--- config.mk ---
export PLATFORM = sky130hd
export DESIGN_NAME = mult_seq_ctrl_flat
export DESIGN_NICKNAME = d
export VERILOG_FILES = /design/src/rtl/mult_pkg.sv /design/src/rtl/mult_seq_ctrl_if.sv /design/src/rtl/mult_seq_ctrl_rr_arb2.sv /design/src/rtl/mult_seq_ctrl.sv /design/src/flat_wrapper.sv
export SDC_FILE = /design/constraint.sdc
export NUM_CORES = 1
export LEC_CHECK = 0
export ABC_AREA = 1
export ABC_CLOCK_PERIOD_IN_PS = 3850
export BUFFER_PORTS_ARGS = -buffer_cell sky130_fd_sc_hd__buf_2
export CAP_MARGIN = 20
export CORE_ASPECT_RATIO = 0.75
export CORE_MARGIN = 5
export CORE_UTILIZATION = 32
export CTS_CLUSTER_SIZE = 30
export DETAILED_ROUTE_END_ITERATION = 10
export GPL_TIMING_DRIVEN = 0
export REMOVE_ABC_BUFFERS = 1
export SLEW_MARGIN = 20
export SYNTH_ARGS = -nofsm -noshare
export SYNTH_HDL_FRONTEND = slang
export SYNTH_SLANG_ARGS = --single-unit
--- constraint.sdc ---
create_clock -name clk -period 3.85 [get_ports clk]
set_input_delay 0.77 -clock clk [delete_from_list [all_inputs] [get_ports clk]]
set_output_delay 0.77 -clock clk [all_outputs]
set_load 0.05 [all_outputs]
--- src/rtl/mult_pkg.sv ---
// mult_pkg: shared FSM encoding and sizing helper for the sequential multiplier.
package mult_pkg;
    typedef enum logic [1:0] {IDLE, RUN, DONE} state_t;
    // One extra bit keeps terminal count N-1 representable for any N, including powers of two.
    function automatic int cnt_w(int n);
        return $clog2(n) + 1;
    endfunction
endpackage

--- src/rtl/mult_seq_ctrl_if.sv ---
// mult_seq_ctrl_if: two-requester multiply request/grant bus with result return.
interface mult_seq_ctrl_if #(parameter int N = 4);
    logic req0, req1, gnt0, gnt1, busy, done, owner;
    logic [N-1:0] a0, b0, a1, b1;
    logic [2*N-1:0] result;
    modport master(output req0, req1, a0, b0, a1, b1, input gnt0, gnt1, busy, done, owner, result);
    modport slave(input req0, req1, a0, b0, a1, b1, output gnt0, gnt1, busy, done, owner, result);
endinterface

--- src/rtl/mult_seq_ctrl_rr_arb2.sv ---
// rr_arb2: two-way round-robin picker; on a tie the requester not granted last wins.
module rr_arb2 (
    input  logic req0,
    input  logic req1,
    input  logic last,
    output logic idx,
    output logic vld
);
    assign vld = req0 | req1;
    assign idx = (req0 & req1) ? ~last : req1;
endmodule

--- src/rtl/mult_seq_ctrl.sv ---
// mult_seq_ctrl: shift-and-add multiplier shared by two requesters, one operand bit per RUN cycle.
module mult_seq_ctrl import mult_pkg::*; #(
    parameter int N = 4
) (
    input logic clk,
    input logic rst,
    mult_seq_ctrl_if.slave bus
);
    localparam int CW = cnt_w(N);
    localparam int W = 2 * N;
    state_t state, state_nxt;
    logic [W-1:0] acc, acc_nxt, ma;
    logic [N-1:0] mb;
    logic [CW-1:0] cnt;
    logic last, sel, vld, take, term;
    rr_arb2 u_arb (.req0(bus.req0), .req1(bus.req1), .last(last), .idx(sel), .vld(vld));
    // Grants are suppressed while reset is held so a pending request is arbitrated only after release.
    assign take = !rst && state == IDLE && vld;
    assign bus.gnt0 = take && !sel;
    assign bus.gnt1 = take && sel;
    assign bus.busy = state != IDLE;
    assign bus.done = state == DONE;
    assign term = cnt == CW'(N - 1);
    // ma/mb walk the operands so iteration i adds (a << i) when b[i] is set.
    assign acc_nxt = acc + (mb[0] ? ma : '0);
    always_ff @(posedge clk or posedge rst)
        if (rst) state <= IDLE;
        else state <= state_nxt;
    always_comb begin
        state_nxt = state;
        case (state)
            IDLE: state_nxt = vld ? RUN : IDLE;
            RUN: state_nxt = term ? DONE : RUN;
            default: state_nxt = IDLE;
        endcase
    end
    always_ff @(posedge clk or posedge rst) begin
        if (rst) begin
            acc <= '0;
            cnt <= '0;
            ma <= '0;
            mb <= '0;
            last <= 1'b1;
            bus.owner <= 1'b0;
            bus.result <= '0;
        end else if (take) begin
            acc <= '0;
            cnt <= '0;
            ma <= W'(sel ? bus.a1 : bus.a0);
            mb <= sel ? bus.b1 : bus.b0;
            last <= sel;
            bus.owner <= sel;
        end else if (state == RUN) begin
            acc <= acc_nxt;
            cnt <= cnt + CW'(1);
            ma <= ma << 1;
            mb <= mb >> 1;
            if (term) bus.result <= acc_nxt;
        end
    end
endmodule

--- src/flat_wrapper.sv ---
// flat-port wrapper written by rule: the top's interface ports become plain ports
module mult_seq_ctrl_flat import mult_pkg::*;
#(
    parameter int N = 4
)
  (clk, rst, bus_req0, bus_req1, bus_a0, bus_b0, bus_a1, bus_b1, bus_gnt0, bus_gnt1, bus_busy, bus_done, bus_owner, bus_result);
  mult_seq_ctrl_if #(.N(N)) bus_i ();
  input logic clk;
  input logic rst;
  input wire logic [$bits(bus_i.req0)-1:0] bus_req0;
  input wire logic [$bits(bus_i.req1)-1:0] bus_req1;
  input wire logic [$bits(bus_i.a0)-1:0] bus_a0;
  input wire logic [$bits(bus_i.b0)-1:0] bus_b0;
  input wire logic [$bits(bus_i.a1)-1:0] bus_a1;
  input wire logic [$bits(bus_i.b1)-1:0] bus_b1;
  output wire logic [$bits(bus_i.gnt0)-1:0] bus_gnt0;
  output wire logic [$bits(bus_i.gnt1)-1:0] bus_gnt1;
  output wire logic [$bits(bus_i.busy)-1:0] bus_busy;
  output wire logic [$bits(bus_i.done)-1:0] bus_done;
  output wire logic [$bits(bus_i.owner)-1:0] bus_owner;
  output wire logic [$bits(bus_i.result)-1:0] bus_result;
  assign bus_i.req0 = bus_req0;
  assign bus_i.req1 = bus_req1;
  assign bus_i.a0 = bus_a0;
  assign bus_i.b0 = bus_b0;
  assign bus_i.a1 = bus_a1;
  assign bus_i.b1 = bus_b1;
  assign bus_gnt0 = bus_i.gnt0;
  assign bus_gnt1 = bus_i.gnt1;
  assign bus_busy = bus_i.busy;
  assign bus_done = bus_i.done;
  assign bus_owner = bus_i.owner;
  assign bus_result = bus_i.result;
  mult_seq_ctrl #(.N(N)) u_core (.clk(clk), .rst(rst), .bus(bus_i));
endmodule
### Word level (Yosys, flattened, before mapping)

Cells that the tools add are included.

* register bits after elaboration: 35
* input port bits: 20
* output and inout bits: 13
* logic and storage cells: 42

* add/subtract/negate cells: 2
* equal/unequal tests: 3
* muxes and demuxes: 15
* bitwise logic cells: 4
* reductions and logical operators: 10

Operator list (number)
* 8-bit 2-to-1 mux: 5
* 4-bit 2-to-1 mux: 4
* 8-bit adder: 1
* 3-bit 2-to-1 mux: 2
* 1-bit logical AND: 4
* 2-bit one-hot mux with 2 select lines: 1
* 2-bit nonzero test: 2
* 3-bit by 1-bit adder with 3-bit output (second input constant): 1
* 3-bit by 2-bit equality test with 1-bit output (second input constant): 1
* 3-bit AND reduction: 1
* 2-bit by 1-bit equality test with 1-bit output (second input constant): 1
* 2-bit equality test (second input constant): 1
* 1-bit logical NOT: 2
* 2-bit logical NOT: 1
* 1-bit 2-to-1 mux: 2
* 2-bit 2-to-1 mux: 1
* 1-bit inverter: 2
* 1-bit bitwise AND: 1
* 1-bit OR: 1

### Longest topological paths before layout

Gate-level depths: netlist of the first run.

* word-level depth: 5
* depth in mapped cells: 14
* depth with buffers taken out: 13

### Hierarchy

A second synthesis of the first run with hierarchy kept.

* cell total of the unflattened synthesis: 251
* area, all modules: 1978.1 um^2

By module, submodules not included
* mult_seq_ctrl: times used 1, cells each 248, area each 1963.1 um^2, sequential area each 877.1 um^2
* rr_arb2: times used 1, cells each 3, area each 15.0 um^2, sequential area each 0.0 um^2

### Worst setup path after synthesis of the first run

Ideal clock, no wire load.

* path kind: in2out
* start: input port rst
* end: output port bus_gnt0
* arrival: 2.565 ns
* data required time: 3.080 ns
* setup slack: 0.515 ns
* cell stages on the path: 3
* path buffers: 0
* cell sequence: inv_1 > o211ai_4 > nor2_1

* longest elaborated chain between the ends: 4

RTL lines
* from (decl): RTL line flat_wrapper.sv:9 `input logic rst;`
* 1-bit logical NOT: RTL line mult_seq_ctrl.sv:18 `assign take = !rst && state == IDLE && vld;`
* 1-bit logical AND (2 in series): RTL line mult_seq_ctrl.sv:18
* 1-bit logical AND: RTL line mult_seq_ctrl.sv:19 `assign bus.gnt0 = take && !sel;`
* to (decl): RTL line flat_wrapper.sv:16 `output wire logic [$bits(bus_i.gnt0)-1:0] bus_gnt0;`

No other way between the ends.

### Final worst setup path of the first run

Ends and elaborated chain as after synthesis.

==> results of run 1 <==
-- layout by cell type (no fill, tap or decap) --
master    count
nand2_1     128
dfrtp_1      34
buf_2        32
inv_1        25
nand3_1      18
ha_1          9
o21ai_0       7
nor2_1        7
clkbuf_8      7
inv_2         4
o21ai_1       4
a21oi_1       3
nor2_2        2
xor2_1        2
or2_1         2
nand3b_1      2
o22ai_1       2
or2_2         1
and2_1        1
o211ai_4      1
nand2_4       1
nand2_2       1
fa_1          1
clkbuf_1      1
buf_16        1
dfstp_2       1
-- routing by layer --
metal  wire length, um  part of all wire (%)
met5                 0                     0
met4                64                   1.6
met3               205                   5.3
met2              1540                    40
met1              2080                    53
-- power by group through the flow --
stage | Combinational [mW] | Clock, mW | Sequential (mW)
finish | 0.759 | 0.288 | 0.603
global route | 0.875 | 0.312 | 0.622
CTS | 0.774 | 0.299 | 0.604
detailed placement | 0.771 | 0 | 0.610
global placement | 0.755 | 0 | 0.606
floorplan | 0.478 | 0 | 0.708
-- cells by family after synthesis --
| group | share of synthesized area [%] |
|---|---|
| xor+xnor | 0.898 |
| simple gates | 34.2 |
| compound gates | 5.32 |
| buf+inv | 7.83 |
| flops | 45.0 |
| fa+ha+maj | 6.80 |
-- registers in the layout, indices dropped and copies added, names as in the netlist --
register	count
u_core.bus.result	8
u_core.state	2
u_core.last	1
u_core.cnt	3
u_core.bus.owner	1
u_core.ma	8
u_core.acc	8
u_core.mb	4
-- worst max-delay path, cell delays in order --
cell and delay (ns):
buf_2 0.10, inv_2 0.34, buf_16 0.22, o211ai_4 0.20, nor2_1 0.22, buf_2 0.30
-- area by class of cell --
type / count / area, sq um / share of cell area, %
multi-input cells: 192 / 921 / 40.2
inverters: 29 / 109 / 4.75
well taps: 78 / 97.6 / 4.26
flip-flops and latches: 35 / 877 / 38.3
repair buffers: 33 / 188 / 8.19
clock buffers: 8 / 100 / 4.37
-- path summary, 6_finish.rpt --
check                                  start       endpoint  slack, ns  cells past startpoint
worst max register to register  u_core.mb[0]  u_core.acc[4]       1.94                     12
max in group asynchronous                rst    u_core.last       2.82                      3
worst max-delay path                     rst       bus_gnt0       0.91                      6
min in group asynchronous                rst  u_core.acc[7]       0.49                      2
worst min register to register  u_core.ma[7]   u_core.ma[7]       0.47                      2
worst min-delay path            u_core.ma[7]   u_core.ma[7]       0.47                      2
==> flow_metrics.py, run 1 <==
metrics = {
    "drt": {
        "drt-total-wl_um": 3900,
        "vias": 1634,
        "drc_errors": 0,
        "first_pass_iters": 4,
        "wl_per_cell_um": 10.4,
        "drtAntennaViolNets": 0,
        "viasPerCell": 4.36,
        "drtIter0Drc": 63,
    },
    "logic_synthesis": {
        "synth_top_area_share_pct": 43.6,
        "synth_area_sq_um": 1950,
        "synth_edf_count": 0,
        "yosysMostFrequentCell": "nand2_1",
        "yosysTopAreaCell": "dfrtp_1",
        "synth.distinct_cells": 26,
        "ys_top_cells_by_count": "nand2_1 (128), dfrtp_1 (34), inv_1 (26)",
        "yosys_warnings": 0,
        "ys.flop_type": "dfrtp_1",
        "synthArstFlopShare_pct": 100,
        "syn_inst": 262,
        "synth_area_leaders": "dfrtp_1 (44%), nand2_1 (25%), ha_1 (5.8%)",
        "synth.avg_cell_area_sq_um": 7.45,
        "ys_ff_latch": 35,
        "ys_seq_area_share_pct": 45.0,
    },
    "finish": {
        "final_area_sq_um": 2290,
        "nets": 326,
        "finish.utilization_pct": 39.1,
        "final_cells": 375,
        "insertedDiodeCount": 0,
        "drive_gt1_share_pct": 17.2,
        "n_fill_cell": 614,
        "syn_to_final_growth_pct": 17.5,
    },
    "floorplan": {
        "pin_count": 33,
        "coreArea_sq_um": 5860,
        "start_util_pct": 33.3,
        "fp.dieW_um": 100,
        "dieHeight_um": 77.6,
        "num_rows": 24,
        "die_area_sq_um": 7770,
    },
    "job": {
        "maxCapViolCount": 0,
    },
    "sta": {
        "rsz0062_at_grt": "false",
        "worst_pin_slew_ns": 0.620,
        "relSlewSlack_pct": 58.6,
        "fin_worst_skew_ns": 0.00578,
        "finalHoldViolCount": 0,
        "final-max-slew-violation-count": 0,
        "fin_ws_ns": 0.907,
        "hold_ws_ns": 0.473,
        "min_period_ns": 2.94,
        "setup_viol": 0,
        "max_freq_mhz": 340,
        "fin_crit_sh_pct": 76.4,
        "fin_setup_tns_ns": 0,
    },
    "cts": {
        "cts_htree_levels": 2,
        "cts_tree": "yes",
        "cts_buffers": 5,
        "cts_hold_buf": 0,
        "postCtsSetupRepairBufs": 0,
        "cts_resized": 0,
        "clock-sinks": 35,
        "insertion_delay_ns": 0.28,
        "clockBufferDepth": 2,
        "clk_pin_slew_ns": 0.06,
        "cts-root-buf": "clkbuf_8",
    },
    "worst_setup_path": {
        "cp-start-kind": "input port",
        "required_ns": 3.08,
        "cp_max_fo": 19,
        "worstSetupPathType": "in -> out",
        "cp-end-kind": "primary output",
        "arrival_ns": 2.17,
    },
    "power": {
        "p_switching_mw": 0.749,
        "power_switching_share_pct": 45.4,
        "power_frac_clock_pct": 17.4,
        "leakage_nw": 1.37,
        "pwr_density_cell_nw_per_um2": 720,
        "sequentialPowerShare_pct": 36.5,
        "cell_internal_pwr_mw": 0.901,
        "ir_drop_v": 0.000193,
        "power_mw": 1.65,
        "power_frac_comb_pct": 46.0,
    },
    "global_route": {
        "grt_pass1_wl_um": 7060,
        "use_met3_pct": 3.32,
        "grt_antenna_before_repair": 0,
        "grt_overflow_total": 0,
        "grt_max_degree": 21,
        "groute.usage.overall_pct": 11.2,
        "top_usage_layer": "met2",
        "grt_use_met1_pct": 15.7,
        "grtUsageMet2_pct": 16.5,
        "first_global_vias": 1592,
    },
    "placed_design": {
        "place_congestion": 0.760,
        "placed_cell_area_sq_um": 2190,
        "dp_hpwl_um": 3010,
        "place_ws_ns": 0.861,
        "port-buffer-count": 32,
        "dp.cells": 367,
    },
    "hold_path": {
        "hp-class": "reg -> reg",
    },
    "run_status": {
        "outcome": "complete, no violations",
    },
}
Power figures use the tool's default switching activity.
==> run 2, diff against run 1 <==
--- a/config.mk
+++ b/config.mk
@@ -6,7 +6,7 @@
 export NUM_CORES = 1
 export LEC_CHECK = 0
 export ABC_AREA = 1
-export ABC_CLOCK_PERIOD_IN_PS = 3850
+export ABC_CLOCK_PERIOD_IN_PS = 2600
 export BUFFER_PORTS_ARGS = -buffer_cell sky130_fd_sc_hd__buf_2
 export CAP_MARGIN = 20
 export CORE_ASPECT_RATIO = 0.75
==> constraint.sdc (replaced) <==
create_clock -name clk -period 2.6 [get_ports clk]
set_input_delay 0.52 -clock clk [delete_from_list [all_inputs] [get_ports clk]]
set_output_delay 0.52 -clock clk [all_outputs]
set_load 0.05 [all_outputs]
==> flow_metrics.py, run 2 (synthesis gave the netlist of run 1 again) <==
metrics = {
    "finish": {
        "mostFrequentLayoutCells": "nand2_1 (128), dfrtp_1 (34), buf_2 (32)",
        "multi_input_comb_area_sq_um": 921,
        "nets": 326,
        "syn_to_final_growth_pct": 17.6,
        "ff_latch_area_sq_um": 877,
        "top_regs": "u_core.acc x8, u_core.bus.result x8, u_core.ma x8",
        "insertedDiodeCount": 0,
        "n_fill_cell": 613,
        "layout_commonest_cell": "nand2_1",
        "drive_gt1_share_pct": 17.2,
    },
    "worst_setup_path": {
        "worstSetupPathType": "in -> out",
        "arrival_ns": 1.84,
        "cp-start-kind": "input port",
        "slowest_delay_ns": 0.30,
        "cp_max_fo": 19,
        "required_ns": 2.08,
        "worstPathCellList": "buf_2 > clkinv_2 > buf_16 > o211ai_4 > nor2_1 > buf_2",
        "cp_common_cell": "buf_2",
        "cp-end-kind": "primary output",
        "crit_path_top_delay_cell": "buf_2",
    },
    "power": {
        "pwr_density_cell_nw_per_um2": 1070,
        "sequentialPowerShare_pct": 36.5,
        "power_frac_clock_pct": 17.4,
        "power_frac_comb_pct": 46.0,
        "power_switching_share_pct": 45.4,
        "cell_internal_pwr_mw": 1.33,
        "p_switching_mw": 1.11,
        "ir_drop_v": 0.000286,
        "leakage_nw": 1.37,
    },
    "drt": {
        "highest-signal-layer": "met4",
        "vias": 1634,
        "viasPerCell": 4.36,
        "drt-total-wl_um": 3900,
        "wl_per_cell_um": 10.4,
        "routedLengthMet1_um": 2080,
        "drc_errors": 0,
        "wl_met2_um": 1540,
        "first_pass_iters": 4,
        "drtIter0Drc": 63,
        "wl_met3_um": 205,
        "drtAntennaViolNets": 0,
    },
    "floorplan": {
        "pin_count": 33,
        "coreArea_sq_um": 5860,
        "die_area_sq_um": 7770,
        "num_rows": 24,
        "start_util_pct": 33.3,
        "fp.dieW_um": 100,
        "dieHeight_um": 77.6,
    },
    "sta": {
        "setup_viol": 0,
        "max_freq_mhz": 424,
        "hold_ws_ns": 0.199,
        "final-max-slew-violation-count": 0,
        "fin_worst_skew_ns": 0.00578,
        "finalHoldViolCount": 0,
        "rsz0062_at_grt": "false",
        "relSlewSlack_pct": 58.6,
        "worst_pin_slew_ns": 0.620,
        "min_period_ns": 2.36,
        "fin_crit_sh_pct": 90.7,
        "fin_setup_tns_ns": 0,
    },
    "placed_design": {
        "dp_hpwl_um": 3010,
        "place_congestion": 0.760,
        "port-buffer-count": 32,
    },
    "global_route": {
        "grt_max_degree": 21,
        "first_global_vias": 1592,
        "grt_pass1_wl_um": 7060,
        "groute.usage.overall_pct": 11.2,
        "grt_overflow_total": 0,
        "grt_antenna_before_repair": 0,
    },
    "cts": {
        "cts_tree": "yes",
        "insertion_delay_ns": 0.28,
        "cts_buffers": 5,
        "postCtsSetupRepairBufs": 0,
        "cts_htree_levels": 2,
        "cts_hold_buf": 0,
        "clk_pin_slew_ns": 0.07,
        "clockBufferDepth": 2,
        "clock-sinks": 35,
        "cts-root-buf": "clkbuf_8",
    },
    "run_status": {
        "outcome": "complete, no violations",
    },
    "hold_path": {
        "hp-class": "in -> async",
    },
    "job": {
        "maxCapViolCount": 0,
    },
}
-- run 2: repair_timing --
action	in CTS	in global routing
resized for setup	0	1
endpoints found under the hold margin	0	0
setup endpoints to repair	0	2
-- run 2: layout make-up --
cell class / count / area share [%]
clock buffers: 8 / 4.36
multi-input cells: 192 / 40.2
well taps: 78 / 4.26
flip-flops and latches: 35 / 38.2
inverters: 29 / 4.80
repair buffers: 33 / 8.18
-- run 2: routing by layer --
metal / vias up / track usage (%)
li1: 881 / -
met1: 720 / 15.7
met2: 27 / 16.5
met3: 6 / 3.32
met4: 0 / 3.63
met5: - / 0
-- run 2: power groups by stage --
stage	clock [mW]	sequential, mW	combinational [mW]
after floorplan	0	1.05	0.708
after global placement	0	0.897	1.12
after detailed placement	0	0.903	1.14
after CTS	0.443	0.895	1.15
after global routing	0.463	0.921	1.30
final	0.426	0.892	1.12
-- run 2: worst max-delay path: cells and delay by family --
kind | cells | cell delay, ns
buffers and inverters | 4 | 0.87
AND/OR/NAND/NOR | 1 | 0.22
AO/OA/AOI/OAI | 1 | 0.20
-- run 2: final timing paths --
kind                               from  slack [ns]       endpoint  cells after the start
max in group asynchronous           rst        1.91    u_core.last                      3
setup reg to reg           u_core.mb[0]        0.69  u_core.acc[4]                     12
setup / recovery                    rst        0.24       bus_gnt0                      6
min in group clk              bus_b1[3]        0.45   u_core.mb[3]                      3
hold reg to reg            u_core.ma[7]        0.47   u_core.ma[7]                      2
hold / removal                      rst        0.20  u_core.acc[7]                      2
-- run 2: per-stage QoR --
step                area, sq um  instances  power [mW]  setup slack [ns]  util (%)
floorplan                  1910        256        1.76            -0.334         -
global placement           2160        366        2.01            -0.693      37.0
detailed placement         2190        367        2.04             0.111      37.4
CTS                        2290        375        2.48             0.104      39.1
global route               2290        375        2.68            0.0575      39.2
finish                     2290        375        2.44             0.243      39.2
